[src/rtl/seg7_scan_mux_pkg.sv]
// Shared constants, scan-state encoding and small helpers for the two-digit
// 7-segment scan multiplexer.
package seg7_scan_mux_pkg;

    localparam logic [6:0] SEG_ZERO = 7'b1000000;
    localparam logic [6:0] SEG_OFF  = 7'b1111111;
    localparam logic [3:0] AN_OFF   = 4'b1111;
    localparam logic [3:0] AN_U     = 4'b1110;
    localparam logic [3:0] AN_T     = 4'b1101;

    typedef enum logic [1:0] {
        ST_U_ON  = 2'd0,
        ST_U_BLK = 2'd1,
        ST_T_ON  = 2'd2,
        ST_T_BLK = 2'd3
    } scan_state_t;

    // Width that holds 0..len-1 for the longest phase.
    function automatic int unsigned cnt_width(input int unsigned on_cyc,
                                              input int unsigned blank_cyc);
        int unsigned m;
        m = 2;
        if (on_cyc > m)
            m = on_cyc;
        if (blank_cyc > m)
            m = blank_cyc;
        return $clog2(m);
    endfunction

    function automatic scan_state_t advance(input scan_state_t s,
                                            input logic use_blank);
        scan_state_t n;
        case (s)
            ST_U_ON:  n = use_blank ? ST_U_BLK : ST_T_ON;
            ST_U_BLK: n = ST_T_ON;
            ST_T_ON:  n = use_blank ? ST_T_BLK : ST_U_ON;
            default:  n = ST_U_ON;
        endcase
        return n;
    endfunction

    function automatic logic is_blank(input scan_state_t s);
        return (s == ST_U_BLK) || (s == ST_T_BLK);
    endfunction

endpackage

[src/rtl/seg7_scan_mux_scan_timer.sv]
// Phase counter: counts 0..len_m1 while running and flags the last cycle of
// the phase so the controller can advance on the same edge the counter wraps.
module scan_timer #(
    parameter int unsigned CW = 2
) (
    input  logic          clk,
    input  logic          rst_n,
    input  logic          clr,
    input  logic          run,
    input  logic [CW-1:0] len_m1,
    output logic          tc
);

    logic [CW-1:0] cnt_reg;

    assign tc = run && !clr && (cnt_reg == len_m1);

    always_ff @(posedge clk or negedge rst_n) begin
        if (!rst_n) begin
            cnt_reg <= '0;
        end else if (clr) begin
            cnt_reg <= '0;
        end else if (run) begin
            cnt_reg <= tc ? '0 : cnt_reg + 1'b1;
        end
    end

endmodule

[src/rtl/seg7_scan_mux.sv]
// Two-digit scan multiplexer for the Basys3 shared cathode bus: alternates
// units and tens with optional dark gaps and optional leading-zero blanking.
module seg7_scan_mux
    import seg7_scan_mux_pkg::*;
#(
    parameter int unsigned ON_CYC    = 100000,
    parameter int unsigned BLANK_CYC = 1000,
    parameter bit          LZ_BLANK  = 1'b1
) (
    input  logic       clk,
    input  logic       rst_n,
    input  logic       en,
    input  logic [6:0] msb,
    input  logic [6:0] lsb,
    output logic [6:0] seg,
    output logic [3:0] an,
    output logic       dp
);

    localparam int unsigned   CW        = cnt_width(ON_CYC, BLANK_CYC);
    localparam logic [CW-1:0] ON_M1     = CW'(ON_CYC - 1);
    localparam logic [CW-1:0] BLK_M1    = (BLANK_CYC == 0) ? '0 : CW'(BLANK_CYC - 1);
    localparam logic          USE_BLANK = (BLANK_CYC != 0);

    scan_state_t     state_reg;
    scan_state_t     state_next;
    logic            active_reg;
    logic            active_next;
    logic [CW-1:0]   len_m1;
    logic            tc;
    logic            timer_clr;
    logic            timer_run;
    logic [1:0]      capture;
    logic [1:0][6:0] digit;
    logic [1:0][6:0] snap_upd;
    logic [6:0]      seg_reg;
    logic [6:0]      seg_next;
    logic [3:0]      an_reg;
    logic [3:0]      an_next;

    // active_reg low means the next enabled edge is a fresh entry into U_ON.
    assign timer_clr = !en || !active_reg;
    assign timer_run = en && active_reg;
    assign len_m1    = is_blank(state_reg) ? BLK_M1 : ON_M1;

    scan_timer #(
        .CW(CW)
    ) u_timer (
        .clk    (clk),
        .rst_n  (rst_n),
        .clr    (timer_clr),
        .run    (timer_run),
        .len_m1 (len_m1),
        .tc     (tc)
    );

    always_ff @(posedge clk or negedge rst_n) begin
        if (!rst_n) begin
            state_reg  <= ST_U_ON;
            active_reg <= 1'b0;
        end else begin
            state_reg  <= state_next;
            active_reg <= active_next;
        end
    end

    always_comb begin
        state_next  = state_reg;
        active_next = active_reg;
        if (!en) begin
            state_next  = ST_U_ON;
            active_next = 1'b0;
        end else if (!active_reg) begin
            state_next  = ST_U_ON;
            active_next = 1'b1;
        end else if (tc) begin
            state_next = advance(state_reg, USE_BLANK);
        end
    end

    // Digits are sampled only on entry to their lit phase so the cathode
    // bus never changes while an anode is held on.
    assign digit      = {msb, lsb};
    assign capture[0] = (en && !active_reg) || (tc && (state_next == ST_U_ON));
    assign capture[1] = tc && (state_next == ST_T_ON);

    generate
        for (genvar gi = 0; gi < 2; gi++) begin : g_snap
            logic [6:0] snap_reg;
            logic [6:0] snap_next;

            assign snap_next    = capture[gi] ? digit[gi] : snap_reg;
            assign snap_upd[gi] = snap_next;

            always_ff @(posedge clk or negedge rst_n) begin
                if (!rst_n) begin
                    snap_reg <= SEG_OFF;
                end else begin
                    snap_reg <= snap_next;
                end
            end
        end
    endgenerate

    always_comb begin
        seg_next = SEG_OFF;
        an_next  = AN_OFF;
        if (en) begin
            case (state_next)
                ST_U_ON: begin
                    an_next  = AN_U;
                    seg_next = snap_upd[0];
                end
                ST_T_ON: begin
                    if (!(LZ_BLANK && (snap_upd[1] == SEG_ZERO))) begin
                        an_next  = AN_T;
                        seg_next = snap_upd[1];
                    end
                end
                default: begin
                    an_next  = AN_OFF;
                    seg_next = SEG_OFF;
                end
            endcase
        end
    end

    always_ff @(posedge clk or negedge rst_n) begin
        if (!rst_n) begin
            seg_reg <= SEG_OFF;
            an_reg  <= AN_OFF;
        end else begin
            seg_reg <= seg_next;
            an_reg  <= an_next;
        end
    end

    assign seg = seg_reg;
    assign an  = an_reg;
    assign dp  = 1'b1;

endmodule

[config.mk]
export PLATFORM = sky130hd
export DESIGN_NAME = seg7_scan_mux
export DESIGN_NICKNAME = d
export VERILOG_FILES = /design/src/rtl/seg7_scan_mux_pkg.sv /design/src/rtl/seg7_scan_mux_scan_timer.sv /design/src/rtl/seg7_scan_mux.sv
export SDC_FILE = /design/constraint.sdc
export NUM_CORES = 1
export LEC_CHECK = 0
export BUFFER_PORTS_ARGS = -buffer_cell sky130_fd_sc_hd__buf_2
export CAP_MARGIN = 25
export CORE_UTILIZATION = 30
export DETAILED_ROUTE_END_ITERATION = 7
export PLACE_DENSITY = 0.55
export SYNTH_ARGS = -nofsm -noshare
export SYNTH_HDL_FRONTEND = slang
export SYNTH_SLANG_ARGS = --single-unit
[constraint.sdc]
create_clock -name clk -period 2.9 [get_ports clk]
set_input_delay 0.725 -clock clk [delete_from_list [all_inputs] [get_ports clk]]
set_output_delay 0.725 -clock clk [all_outputs]
set_load 0.02 [all_outputs]
Word level (Yosys, flattened, before mapping) --
Cells that the tools add are included.
Storage, ports and cells: flip-flop bits (word level) 45, input bits 17, output and inout port bits 12, logic and storage cells 46
Operators by class: $add $sub $neg 1, equality and inequality tests 6, mux-type cells 17, reductions and logical operators 15
Operator list (count):
- 17-bit 2-to-1 mux | 4
- 7-bit 2-to-1 mux | 4
- 17-bit by 1-bit adder with 17-bit output (second input constant) | 1
- 17-bit == test | 1
- 7-bit one-hot mux with 2 select lines | 1
- 2-bit 2-to-1 mux | 5
- 7-bit == test (second input constant) | 1
- 2-bit == test (second input constant) | 3
- 1-bit logical AND | 6
- 2-bit one-hot mux with 3 select lines | 1
- 2-bit logical NOT | 2
- 2-bit one-hot mux with 2 select lines | 1
- 1-bit logical NOT | 3
- 1-bit logical OR | 3
- 2-bit by 1-bit == test with 1-bit output (second input constant) | 1
- 2-bit nonzero test | 1
- 1-bit 2-to-1 mux | 1

Longest topological paths before layout --
Gate-level depths: netlist (run 1).
depth after elaboration 15, mapped depth 9, gate-level depth less buffers 8

Cells and area by module --
Synthesis (run 1) repeated with hierarchy kept, for this count alone.
Second synthesis, totals: cells, all modules 253, area, all modules 2527.4 um^2
Modules (own cells, without submodules):
- seg7_scan_mux | instances 1, cells each 105, area each 1278.7 um^2, seq. area each 679.4 um^2
- scan_timer | instances 1, cells each 148, area each 1248.7 um^2, seq. area each 425.4 um^2

Worst setup path after synthesis (run 1) --
Ideal clock, no wire load.
kind input-to-reg, from input en, to register seg_reg[0] (netlist: seg[0]), setup time 84 ps, data arrival time 2211 ps, data required time 2816 ps, path slack 605 ps, stages 7, path buffers 0, path through and2_2 > nand3_2 > nor3_1 > mux2_2 > inv_2 > nand3_4 > o2bb2a_1
Between the ends: longest elaborated chain between the ends 15, elaborated cells between the ends (all ways) 21, those cells by class 2 x eq/ne; 8 x mux; 11 x reduce/logical
Ends and longest elaborated chain:
- start: declaration | RTL line seg7_scan_mux.sv:12 | input logic en,
- 1-bit logical NOT
- 1-bit logical OR | RTL line seg7_scan_mux.sv:42 | assign timer_clr = !en || !active_reg;
- 1-bit logical NOT | RTL line seg7_scan_mux_scan_timer.sv:16 | assign tc = run && !clr && (cnt_reg == len_m1);
- 1-bit logical AND (2 in series) | RTL line seg7_scan_mux_scan_timer.sv:16
- 2-bit 2-to-1 mux | RTL line seg7_scan_mux.sv:76 | end else if (tc) begin
- 2-bit 2-to-1 mux | RTL line seg7_scan_mux.sv:73 | end else if (!active_reg) begin
- 2-bit 2-to-1 mux (*) | RTL line seg7_scan_mux.sv:70 | if (!en) begin
- named net state_next[1] | RTL line seg7_scan_mux.sv:26 | scan_state_t state_next;
- 2-bit == test | RTL line seg7_scan_mux.sv:85, seg7_scan_mux.sv:109
- 1-bit logical AND | RTL line seg7_scan_mux.sv:85 | assign capture[1] = tc && (state_next == ST_T_ON);
- 7-bit 2-to-1 mux | RTL line seg7_scan_mux.sv:92 | assign snap_next = capture[gi] ? digit[gi] : snap_reg;
- 7-bit == test | RTL line seg7_scan_mux.sv:115 | if (!(LZ_BLANK && (snap_upd[1] == SEG_ZERO))) begin
- 7-bit 2-to-1 mux | RTL line seg7_scan_mux.sv:115
- 7-bit one-hot mux with 2 select lines (*) | RTL line seg7_scan_mux.sv:109 | case (state_next)
- 7-bit 2-to-1 mux (*) | RTL line seg7_scan_mux.sv:108 | if (en) begin
- named net seg_next[0] | RTL line seg7_scan_mux.sv:37 | logic [6:0] seg_next;
- end signal: assignment | RTL line seg7_scan_mux.sv:133 | seg_reg <= seg_next;
- end: declaration | RTL line seg7_scan_mux.sv:36 | logic [6:0] seg_reg;
Mark *: on every way through the listed nets, which the timed path passes. The rest lies on a longest branch. A chain may end at the register's enable or synchronous reset.

Worst setup path in the final report (run 1) --
from register u_timer.cnt_reg[0], to register seg_reg[2] (netlist: seg[2])
Between the ends: longest elaborated chain between the ends 12, elaborated cells between the ends (all ways) 16, those cells by class 3 x eq/ne; 8 x mux; 5 x reduce/logical
Ends and longest elaborated chain:
- start: declaration | RTL line seg7_scan_mux_scan_timer.sv:14 | logic [CW-1:0] cnt_reg;
- start signal: assignment | RTL line seg7_scan_mux_scan_timer.sv:24 | cnt_reg <= tc ? '0 : cnt_reg + 1'b1;
- 17-bit == test (*) | RTL line seg7_scan_mux_scan_timer.sv:16
- 1-bit logical AND (*) | RTL line seg7_scan_mux_scan_timer.sv:16
- 2-bit 2-to-1 mux | RTL line seg7_scan_mux.sv:76
- 2-bit 2-to-1 mux | RTL line seg7_scan_mux.sv:73
- 2-bit 2-to-1 mux | RTL line seg7_scan_mux.sv:70
- 2-bit == test | RTL line seg7_scan_mux.sv:85, seg7_scan_mux.sv:109
- 1-bit logical AND | RTL line seg7_scan_mux.sv:85
- 7-bit 2-to-1 mux | RTL line seg7_scan_mux.sv:92
- 7-bit == test | RTL line seg7_scan_mux.sv:115
- 7-bit 2-to-1 mux | RTL line seg7_scan_mux.sv:115
- 7-bit one-hot mux with 2 select lines (*) | RTL line seg7_scan_mux.sv:109
- 7-bit 2-to-1 mux (*) | RTL line seg7_scan_mux.sv:108
- named net seg_next[2] | RTL line seg7_scan_mux.sv:37
Marks and branches as above.

==> results.json, run 1 <==
{
  "grt_pass1_vias": 1378,
  "slowest_stage": "mux2i_1",
  "root_buffer": "clkbuf_8",
  "dr.pass1.iters": 4,
  "nFillCells": 716,
  "core_sq_mm": 0.00683,
  "gp_congestion": 0.744,
  "path_class": "register to register",
  "cts_resized": 0,
  "p_leak_uw": 0.00108,
  "overflow": 0,
  "netlist.top_cell.by_area": "dfstp_2",
  "cp_max_fo": 7,
  "crit_path_end_kind": "register",
  "pin_count": 29,
  "busiest_layer": "met2",
  "max_stage_delay_ns": 0.45,
  "antenna_cells": 0,
  "vias": 1366,
  "placed_cells": 298,
  "met2_usage": 0.190,
  "io_buffers": 25,
  "die-area_sq_mm": 0.00745,
  "dpl-instance-area_sq_mm": 0.00236,
  "syn_inst": 179,
  "dpl.hpwl_um": 2800,
  "synth_area_sq_mm": 0.00213,
  "power_uw": 1240,
  "finish.cell_count_without_fillers": 307,
  "synth_flop_cell": "dfstp_2",
  "nets": 231,
  "yosys_warnings": 0,
  "drv_slew": 0,
  "synth_cell_types": 46,
  "gr-usage-met1": 0.152,
  "synth.most_common_cell": "dfstp_2",
  "drt_wl_total_um": 4000,
  "hold_viol": 0,
  "fp-row-count": 30,
  "avgSynthCellArea_sq_um": 11.9,
  "clock_latency_ns": 0.30,
  "yosysSeqAreaShare": 0.518,
  "cp-start-kind": "register",
  "utilization": 0.365,
  "syn2layout_area_growth_pct": 16.8,
  "die_w_um": 86.3,
  "die_h_um": 86.3,
  "grt_pass1_wl_um": 6760,
  "ant_nets": 0,
  "vdd_drop_max_uv": 270,
  "grt_max_degree": 44,
  "grt_usage": 0.120,
  "clk_pin_slew_ns": 0.09,
  "design_area_sq_mm": 0.00249,
  "htreeDepth": 2,
  "drt_iter0_markers": 35,
  "holdBufCountCts": 0,
  "fin_skew_ns": 0.00738,
  "largest_register_ffs": 17,
  "status": "complete, no violations",
  "max_cap_violations": 0,
  "crit_chain": "ha_1 > and4bb_2 > nand3_2 > nor3_1 > mux2i_1 > nand3_4 > o2bb2a_1",
  "gr-usage-met3": 0.0410,
  "synth_edf_count": 0,
  "grt_setup_unrepaired": "no",
  "drc_errors": 0,
  "timing.final.crit_share": 0.856,
  "cts_tree": "built",
  "antenna_found_initial": 0,
  "layout-drive-gt1-share": 0.412,
  "power_density_mw_per_mm2": 497,
  "start_util": 0.312,
  "viasPerCell": 4.45,
  "post_drt_wl_per_cell_um": 13.0,
  "finalSetupViolations": 0,
  "synth_area_leaders": "dfstp_2 (28%), dfrtp_1 (23%), mux2_2 (4.2%)",
  "async_reset_ff_frac": 1.00,
  "tns_ns": 0,
  "clk_path_buf_depth": 2,
  "yosys-top-cells-count": "dfstp_2 (23), nor2_1 (22), dfrtp_1 (20)",
  "worstPathRequired_ns": 3.13,
  "post_cts_buffers": 0,
  "arrival_ns": 2.71,
  "post-route-min-period_ns": 2.48,
  "cts_sinks": 43,
  "hold_path_class": "primary input to async pin",
  "synth_top_cell_area_share": 0.283,
  "cts_made_buffers": 5,
  "fmax_mhz": 403,
  "ys_seq_elements": 43
}
[layout make-up]
type                    instances  area [sq um]  area share
flip-flops and latches         43          1100       0.443
multi-input cells             121           951       0.382
repair buffers                 28           160      0.0643
well taps                      96           120      0.0482
clock buffers                   5          68.8      0.0276
clock inverters                 3          45.0      0.0181
inverters                      11          41.3      0.0166
[worst max-delay path: cells and delay by family (launching register included)]
family | cells | cell delay (ns)
AND/OR/NAND/NOR | 4 | 0.98
flip-flops | 1 | 0.38
adder cells (fa/ha/maj) | 1 | 0.28
multiplexers | 1 | 0.45
AO/OA/AOI/OAI | 1 | 0.33
[where the power goes]
part / internal [uW] / total, uW / switching [uW] / leakage (uW)
sequential: 643 / 651 / 7.70 / 0.000517
combinational: 40.0 / 101 / 61.1 / 0.000505
clock: 260 / 487 / 226 / 0.0000591
total: 944 / 1240 / 295 / 0.00108
[final timing paths]
| check | start | to | slack [ns] | cells after the start |
|---|---|---|---|---|
| hold reg to reg | u_timer.cnt_reg[0] | u_timer.cnt_reg[0] | 0.46 | 1 |
| setup reg to reg | u_timer.cnt_reg[0] | seg[2] | 0.42 | 7 |
| hold / removal | rst_n | u_timer.cnt_reg[6] | 0.22 | 1 |
| min in group clk | u_timer.cnt_reg[0] | u_timer.cnt_reg[0] | 0.46 | 1 |
| setup / recovery | u_timer.cnt_reg[0] | seg[2] | 0.42 | 7 |
| max in group asynchronous | rst_n | g_snap[1].snap_reg[6] | 2.19 | 2 |
[cell usage in the layout (no fill, tap or decap), drive strengths merged, types with 2 or more instances in the layout]
cell type	count
and3	4
and2	6
nor2	22
dfrtp	20
ha	4
nand4	2
nand3	8
buf	28
clkbuf	5
nor3	3
mux2	9
xnor2	6
o2bb2a	6
nor4b	3
xor2	9
inv	13
conb	3
dfstp	23
and4bb	4
mux2i	8
nand2	9
[layer usage]
layer  share of wire  vias to the layer above
met5               0                        -
met4           0.013                        0
met3           0.036                        5
met2            0.45                       29
met1            0.50                      667
li1                -                      665
[cells by family after synthesis]
kind of cell | count (synthesis) | synth area share
and+or+nand+nor | 69 | 0.209
AOI/OAI and AO/OA | 13 | 0.0581
muxes | 17 | 0.0886
other | 1 | 0.00176
xor gates and xnor gates | 15 | 0.0616
buffers and inverters | 17 | 0.0393
adders and majority gates | 4 | 0.0235
DFF | 43 | 0.518
[metrics by stage]
step                setup WS (ns)  hold slack (ns)
floorplan                   0.605            0.424
global placement            0.343            0.443
detailed placement          0.253            0.449
CTS                         0.372            0.470
global route                0.195            0.200
finish                      0.417            0.219
No activity file was read; power rests on OpenSTA's default activity.
==> run 2: changes to the inputs <==
- CORE_UTILIZATION: 30 -> 45
- PLACE_DENSITY: 0.55 -> 0.72
- SYNTH_HIERARCHICAL: unset -> 1
==> run 2 against run 1 <==
Clock power about the same. Core utilization rose by 22 points. Combinational power rose by 35%. Clock skew grew 0.0031 ns. Cell count up 21%. Sequential power barely moved. Synthesized cell count rose by 41%. Power rose by 3.0%. Critical endpoint is now seg[3]. Clock-buffer cell count unchanged. Maximum frequency is 14% lower. Non-clock buffer count up 18. Synthesized area is 19% higher.
==> results.json, run 2 <==
{
  "synth_cell_types": 55,
  "grt_pass1_vias": 1925,
  "crit_chain": "ha_2 > or2_4 > buf_6 > xnor2_2 > nand4_1 > nor3_2 > nand3_2 > nor2_4 > nand4_4 > mux2i_4 > nor4_4 > buf_4 > a22oi_2",
  "io_buffers": 25,
  "die-area_sq_mm": 0.00592,
  "viasPerCell": 5.36,
  "multi_input_comb_area_sq_mm": 0.00141,
  "hold_viol": 0,
  "fin_skew_ns": 0.0105,
  "clkPwrFrac": 0.382,
  "ant_nets": 0,
  "antenna_found_initial": 0,
  "antenna_cells": 0,
  "power_density_mw_per_mm2": 413,
  "clock_latency_ns": 0.30,
  "dpl.hpwl_um": 3690,
  "layout_commonest_cell": "buf_2",
  "p_comb_frac": 0.106,
  "netlist.top_cell.by_area": "dfstp_2",
  "synth_edf_count": 0,
  "crit_path_end_kind": "register",
  "arrival_ns": 3.11,
  "die_w_um": 76.9,
  "layout-drive-gt1-share": 0.385,
  "async_reset_ff_frac": 1.00,
  "syn_inst": 253,
  "p_sw_frac": 0.251,
  "slowest_stage": "dfrtp_1",
  "holdBufCountCts": 0,
  "grt_pass1_wl_um": 9040,
  "synth_flop_cell": "dfstp_2",
  "synth_area_leaders": "dfstp_2 (24%), dfrtp_1 (20%), mux2i_1 (6.3%)",
  "top_layer_used": "met4",
  "clk_path_buf_depth": 2,
  "grt_setup_unrepaired": "yes",
  "pin_count": 29,
  "gp_congestion": 0.823,
  "finalSetupViolations": 0,
  "max_stage_delay_ns": 0.41,
  "final_cell_mix": "buf_2 (25), dfstp_2 (23), nor2_1 (20), dfrtp_1 (20), buf_4 (18)",
  "ys_seq_elements": 43,
  "utilization": 0.586,
  "slew_headroom": 0.613,
  "fp-row-count": 26,
  "drt_iter0_markers": 97,
  "p_leak_uw": 0.00132,
  "path_class": "register to register",
  "root_buffer": "clkbuf_8",
  "yosys-top-cells-count": "dfstp_2 (23), nor2_1 (21), dfrtp_1 (20)",
  "avgSynthCellArea_sq_um": 9.99,
  "worstPathRequired_ns": 3.13,
  "fin_ws_ns": 0.0174,
  "wl_met1_um": 2440,
  "largest_register_ffs": 17,
  "overflow": 0,
  "vias": 1989,
  "vdd_drop_max_uv": 339,
  "yosys_warnings": 6,
  "synth_area_sq_mm": 0.00253,
  "fmax_mhz": 347,
  "holdWs_ns": 0.208,
  "post-route-min-period_ns": 2.88,
  "syn2layout_area_growth_pct": 22.1,
  "p_int_uw": 956,
  "max_cap_violations": 0,
  "synth.most_common_cell": "dfstp_2",
  "cp_max_fo": 5,
  "switchingPower_uw": 320,
  "htreeDepth": 2,
  "crit_family": "simple AND/OR/NAND/NOR gates",
  "post-place-ws_ns": -0.152,
  "wl_met3_um": 146,
  "synth_top_cell_area_share": 0.239,
  "drv_slew": 0,
  "post_drt_wl_per_cell_um": 14.8,
  "dr.pass1.iters": 4,
  "start_util": 0.480,
  "hold_path_class": "primary input to async pin",
  "critPathBufInv": 2,
  "clk_pin_slew_ns": 0.09,
  "status": "complete, no violations",
  "pwr-share-seq": 0.511,
  "core_sq_mm": 0.00527,
  "drt_wl_total_um": 5490,
  "drc_errors": 0,
  "cts_sinks": 43,
  "nets": 322,
  "grt_usage": 0.194,
  "cp-start-kind": "register",
  "yosysSeqAreaShare": 0.437,
  "tightest_slew_ns": 0.581,
  "wl_met2_um": 2800,
  "grt_max_degree": 44,
  "die_h_um": 76.9,
  "nFillCells": 464,
  "cts_tree": "built",
  "timing.final.crit_share": 0.994,
  "cts_made_buffers": 5,
  "final-seq-area_sq_mm": 0.00110
}
## run 2: cell types whose count changed after synthesis, sizes merged, moves of 6 or more
cell / before / now
mux2i: 8 / 16
nand3: 8 / 14
xnor2: 6 / 16
xor2: 9 / 2
o21ai: 0 / 7
nor4: 1 / 19
o2bb2a: 6 / 0
## run 2: power by group through the flow
stage          Clock [uW]  Sequential (uW)  Combinational (uW)
3_5_place_dp            0              662                 127
3_3_place_gp            0              661                 125
6_report              488              652                 136
4_1_cts               496              652                 127
2_1_floorplan           0              675                66.4
5_1_grt               521              655                 151
## run 2: final cells by class
type                            count  area share
Clock buffer                        5      0.0223
Clock inverter                      3      0.0154
Inverter                           16      0.0199
Multi-Input combinational cell    188       0.458
Sequential cell                    43       0.358
Tap cell                           70      0.0284
Timing Repair Buffer               46      0.0981
## run 2: stage by stage
step	total power, uW	cells	area (sq um)	setup TNS (ns)
2_1_floorplan	741	263	2570	0
3_3_place_gp	786	354	2770	-0.0253
3_5_place_dp	789	354	2770	-0.884
4_1_cts	1280	362	2890	0
5_1_grt	1330	371	3090	-1.53
6_report	1280	371	3090	0
## run 2: path summary, 6_finish.rpt
check | endpoint | start | slack, ns | cells past startpoint
worst max-delay path | seg[3] | state_reg[0] | 0.02 | 13
worst min-delay path | u_timer/cnt_reg[3] | rst_n | 0.21 | 1
worst max register to register | seg[3] | state_reg[0] | 0.02 | 13
worst min register to register | u_timer/cnt_reg[16] | u_timer/cnt_reg[16] | 0.59 | 2
max in group asynchronous | g_snap[0].snap_reg[6] | rst_n | 2.23 | 2
min in group clk | active_reg | en | 0.59 | 1
## run 2: kinds of logic (layout without fill, tap and decap cells)
| logic type | after synthesis | count (layout) | synth area share |
|---|---|---|---|
| flops | 43 | 43 | 0.437 |
| other cells | 2 | 12 | 0.00297 |
| compound gates | 26 | 26 | 0.0688 |
| fa+ha+maj | 5 | 5 | 0.0248 |
| mux | 22 | 22 | 0.0931 |
| simple gates | 105 | 105 | 0.244 |
| buf+inv | 32 | 70 | 0.0668 |
| xor+xnor | 18 | 18 | 0.0624 |
## run 2: layer usage
layer / track usage / up-vias
met4: 0.0673 / 0
met3: 0.0321 / 11
met5: 0 / -
li1: - / 973
met2: 0.330 / 35
met1: 0.248 / 970
## run 2: repair_timing
item,in CTS,in global routing
resized for setup,3,26
endpoints found under the setup margin,9,9
pin swaps,0,5
buffers inserted,0,8
==> run 3: changes to the inputs <==
- MAX_ROUTING_LAYER: unset -> met4
==> run 3 against run 2 <==
Clock power is essentially flat. Power fell by 0.20%. Global-route usage rose by 0.54 points. Cell count did not move. Critical path type unchanged. Largest cell class unchanged. Setup slack got worse by 0.0021 ns. Critical endpoint unchanged. Maximum frequency barely moved. First-iteration DRC count grew 31%. Via count decreased by 0.60%.
==> results.json, run 3 (synthesized netlist as in run 2, its figures left out) <==
{
  "cp_max_fo": 5,
  "crit_cells": 13,
  "cts_sinks": 43,
  "start_util": 0.480,
  "design_area_sq_mm": 0.00309,
  "antenna_cells": 0,
  "reg2reg_slack_ns": 0.02,
  "grt_setup_unrepaired": "yes",
  "grt_max_degree": 44,
  "grt_usage": 0.200,
  "max_cap_violations": 0,
  "crit_chain": "ha_2 > or2_4 > buf_6 > xnor2_2 > nand4_1 > nor3_2 > nand3_2 > nor2_4 > nand4_4 > mux2i_4 > nor4_4 > buf_4 > a22oi_2",
  "status": "complete, no violations",
  "post-route-min-period_ns": 2.88,
  "clk_pin_slew_ns": 0.09,
  "die-area_sq_mm": 0.00592,
  "dpl.hpwl_um": 3690,
  "io_buffers": 25,
  "fp-row-count": 26,
  "cp-start-kind": "register",
  "critPathBufInv": 2,
  "pin_count": 29,
  "crit_family": "simple AND/OR/NAND/NOR gates",
  "worstPathRequired_ns": 3.13,
  "grt_pass1_wl_um": 9050,
  "hold_viol": 0,
  "drt_wl_total_um": 5490,
  "cp-startpoint": "state_reg[0]",
  "drv_slew": 0,
  "slew_headroom": 0.633,
  "drc_errors": 0,
  "largest_register_ffs": 17,
  "die_w_um": 76.9,
  "final_cell_mix": "buf_2 (25), dfstp_2 (23), nor2_1 (20), dfrtp_1 (20), buf_4 (18)",
  "layout_commonest_cell": "buf_2",
  "htreeDepth": 2,
  "ant_nets": 0,
  "p_leak_uw": 0.00132,
  "nets": 322,
  "viasPerCell": 5.33,
  "grt_pass1_vias": 1925,
  "dpl-instance-area_sq_mm": 0.00277,
  "syn2layout_area_growth_pct": 22.1,
  "tightest_slew_ns": 0.551,
  "worstRegToRegCells": 13,
  "hold_path_class": "primary input to async pin",
  "root_buffer": "clkbuf_8",
  "path_class": "register to register",
  "cts_made_buffers": 5,
  "slowest_stage": "dfrtp_1",
  "r2r_end": "seg[3]",
  "gp_congestion": 0.835,
  "vdd_drop_max_uv": 339,
  "fin_skew_ns": 0.0104,
  "antenna_found_initial": 0,
  "timing.final.crit_share": 0.995,
  "die_h_um": 76.9,
  "power_density_mw_per_mm2": 412,
  "crit_path_end_kind": "register",
  "clk_path_buf_depth": 2,
  "cts_tree": "built",
  "vias": 1977,
  "clock_latency_ns": 0.30,
  "arrival_ns": 3.11,
  "fmax_mhz": 347,
  "post_drt_wl_per_cell_um": 14.8,
  "finalSetupViolations": 0,
  "max_stage_delay_ns": 0.41,
  "holdWs_ns": 0.209,
  "crit_end": "seg[3]",
  "layout-drive-gt1-share": 0.385,
  "drt_iter0_markers": 127,
  "core_sq_mm": 0.00527,
  "dr.pass1.iters": 4,
  "overflow": 0,
  "reg2reg_from": "state_reg[0]"
}
## run 3: cell counts in the layout (fill, tap and decap cells not counted)
Identical to the previous run, type by type.
## run 3: area by class of cell
cell class | instances | area [sq um]
timing repair buffer | 46 | 303
tap | 70 | 87.6
fill | 464 | 2180
inverter | 16 | 61.3
multi-input combinational | 188 | 1410
clock buffer | 5 | 68.8
sequential | 43 | 1100
clock inverter | 3 | 47.5
## run 3: how the worst min path moves through the flow
stage | startpoint | to | cells after the start
final | rst_n | u_timer/cnt_reg[3] | 1
after global routing | rst_n | u_timer/cnt_reg[3] | 1
after CTS | en | active_reg | 1
after detailed placement | u_timer/cnt_reg[16] | u_timer/cnt_reg[16] | 2
after global placement | u_timer/cnt_reg[16] | u_timer/cnt_reg[16] | 2
after floorplan | rst_n | active_reg | 0
## run 3: power breakdown
group | total [uW] | switching, uW | internal (uW)
clock network | 485 | 224 | 261
logic | 136 | 84.5 | 51.3
registers | 652 | 8.77 | 643
## run 3: per-stage QoR
step           total power, uW  std cells   util  worst slack (ns)  setup TNS, ns
3_5_place_dp               789        354  0.525            -0.152         -0.884
6_report                  1270        371  0.586            0.0153              0
5_1_grt                   1330        371  0.586            -0.176          -1.53
2_1_floorplan              741        263      -            0.0368              0
3_3_place_gp               786        354  0.525           -0.0222        -0.0253
4_1_cts                   1280        362  0.549            0.0153              0
## run 3: timing repair
action / CTS / global route
setup buffers: 0 / 8
gates resized for setup: 3 / 26
pin swaps: 0 / 5
hold buffers: 0 / 0
setup endpoints to repair: 9 / 9
## run 3: layer usage
metal,up-vias,share of wire,GRT usage
li1,974,-,-
met1,954,0.45,0.246
met2,38,0.51,0.332
met3,11,0.025,0.0321
met4,0,0.019,0.0673
met5,-,0,-
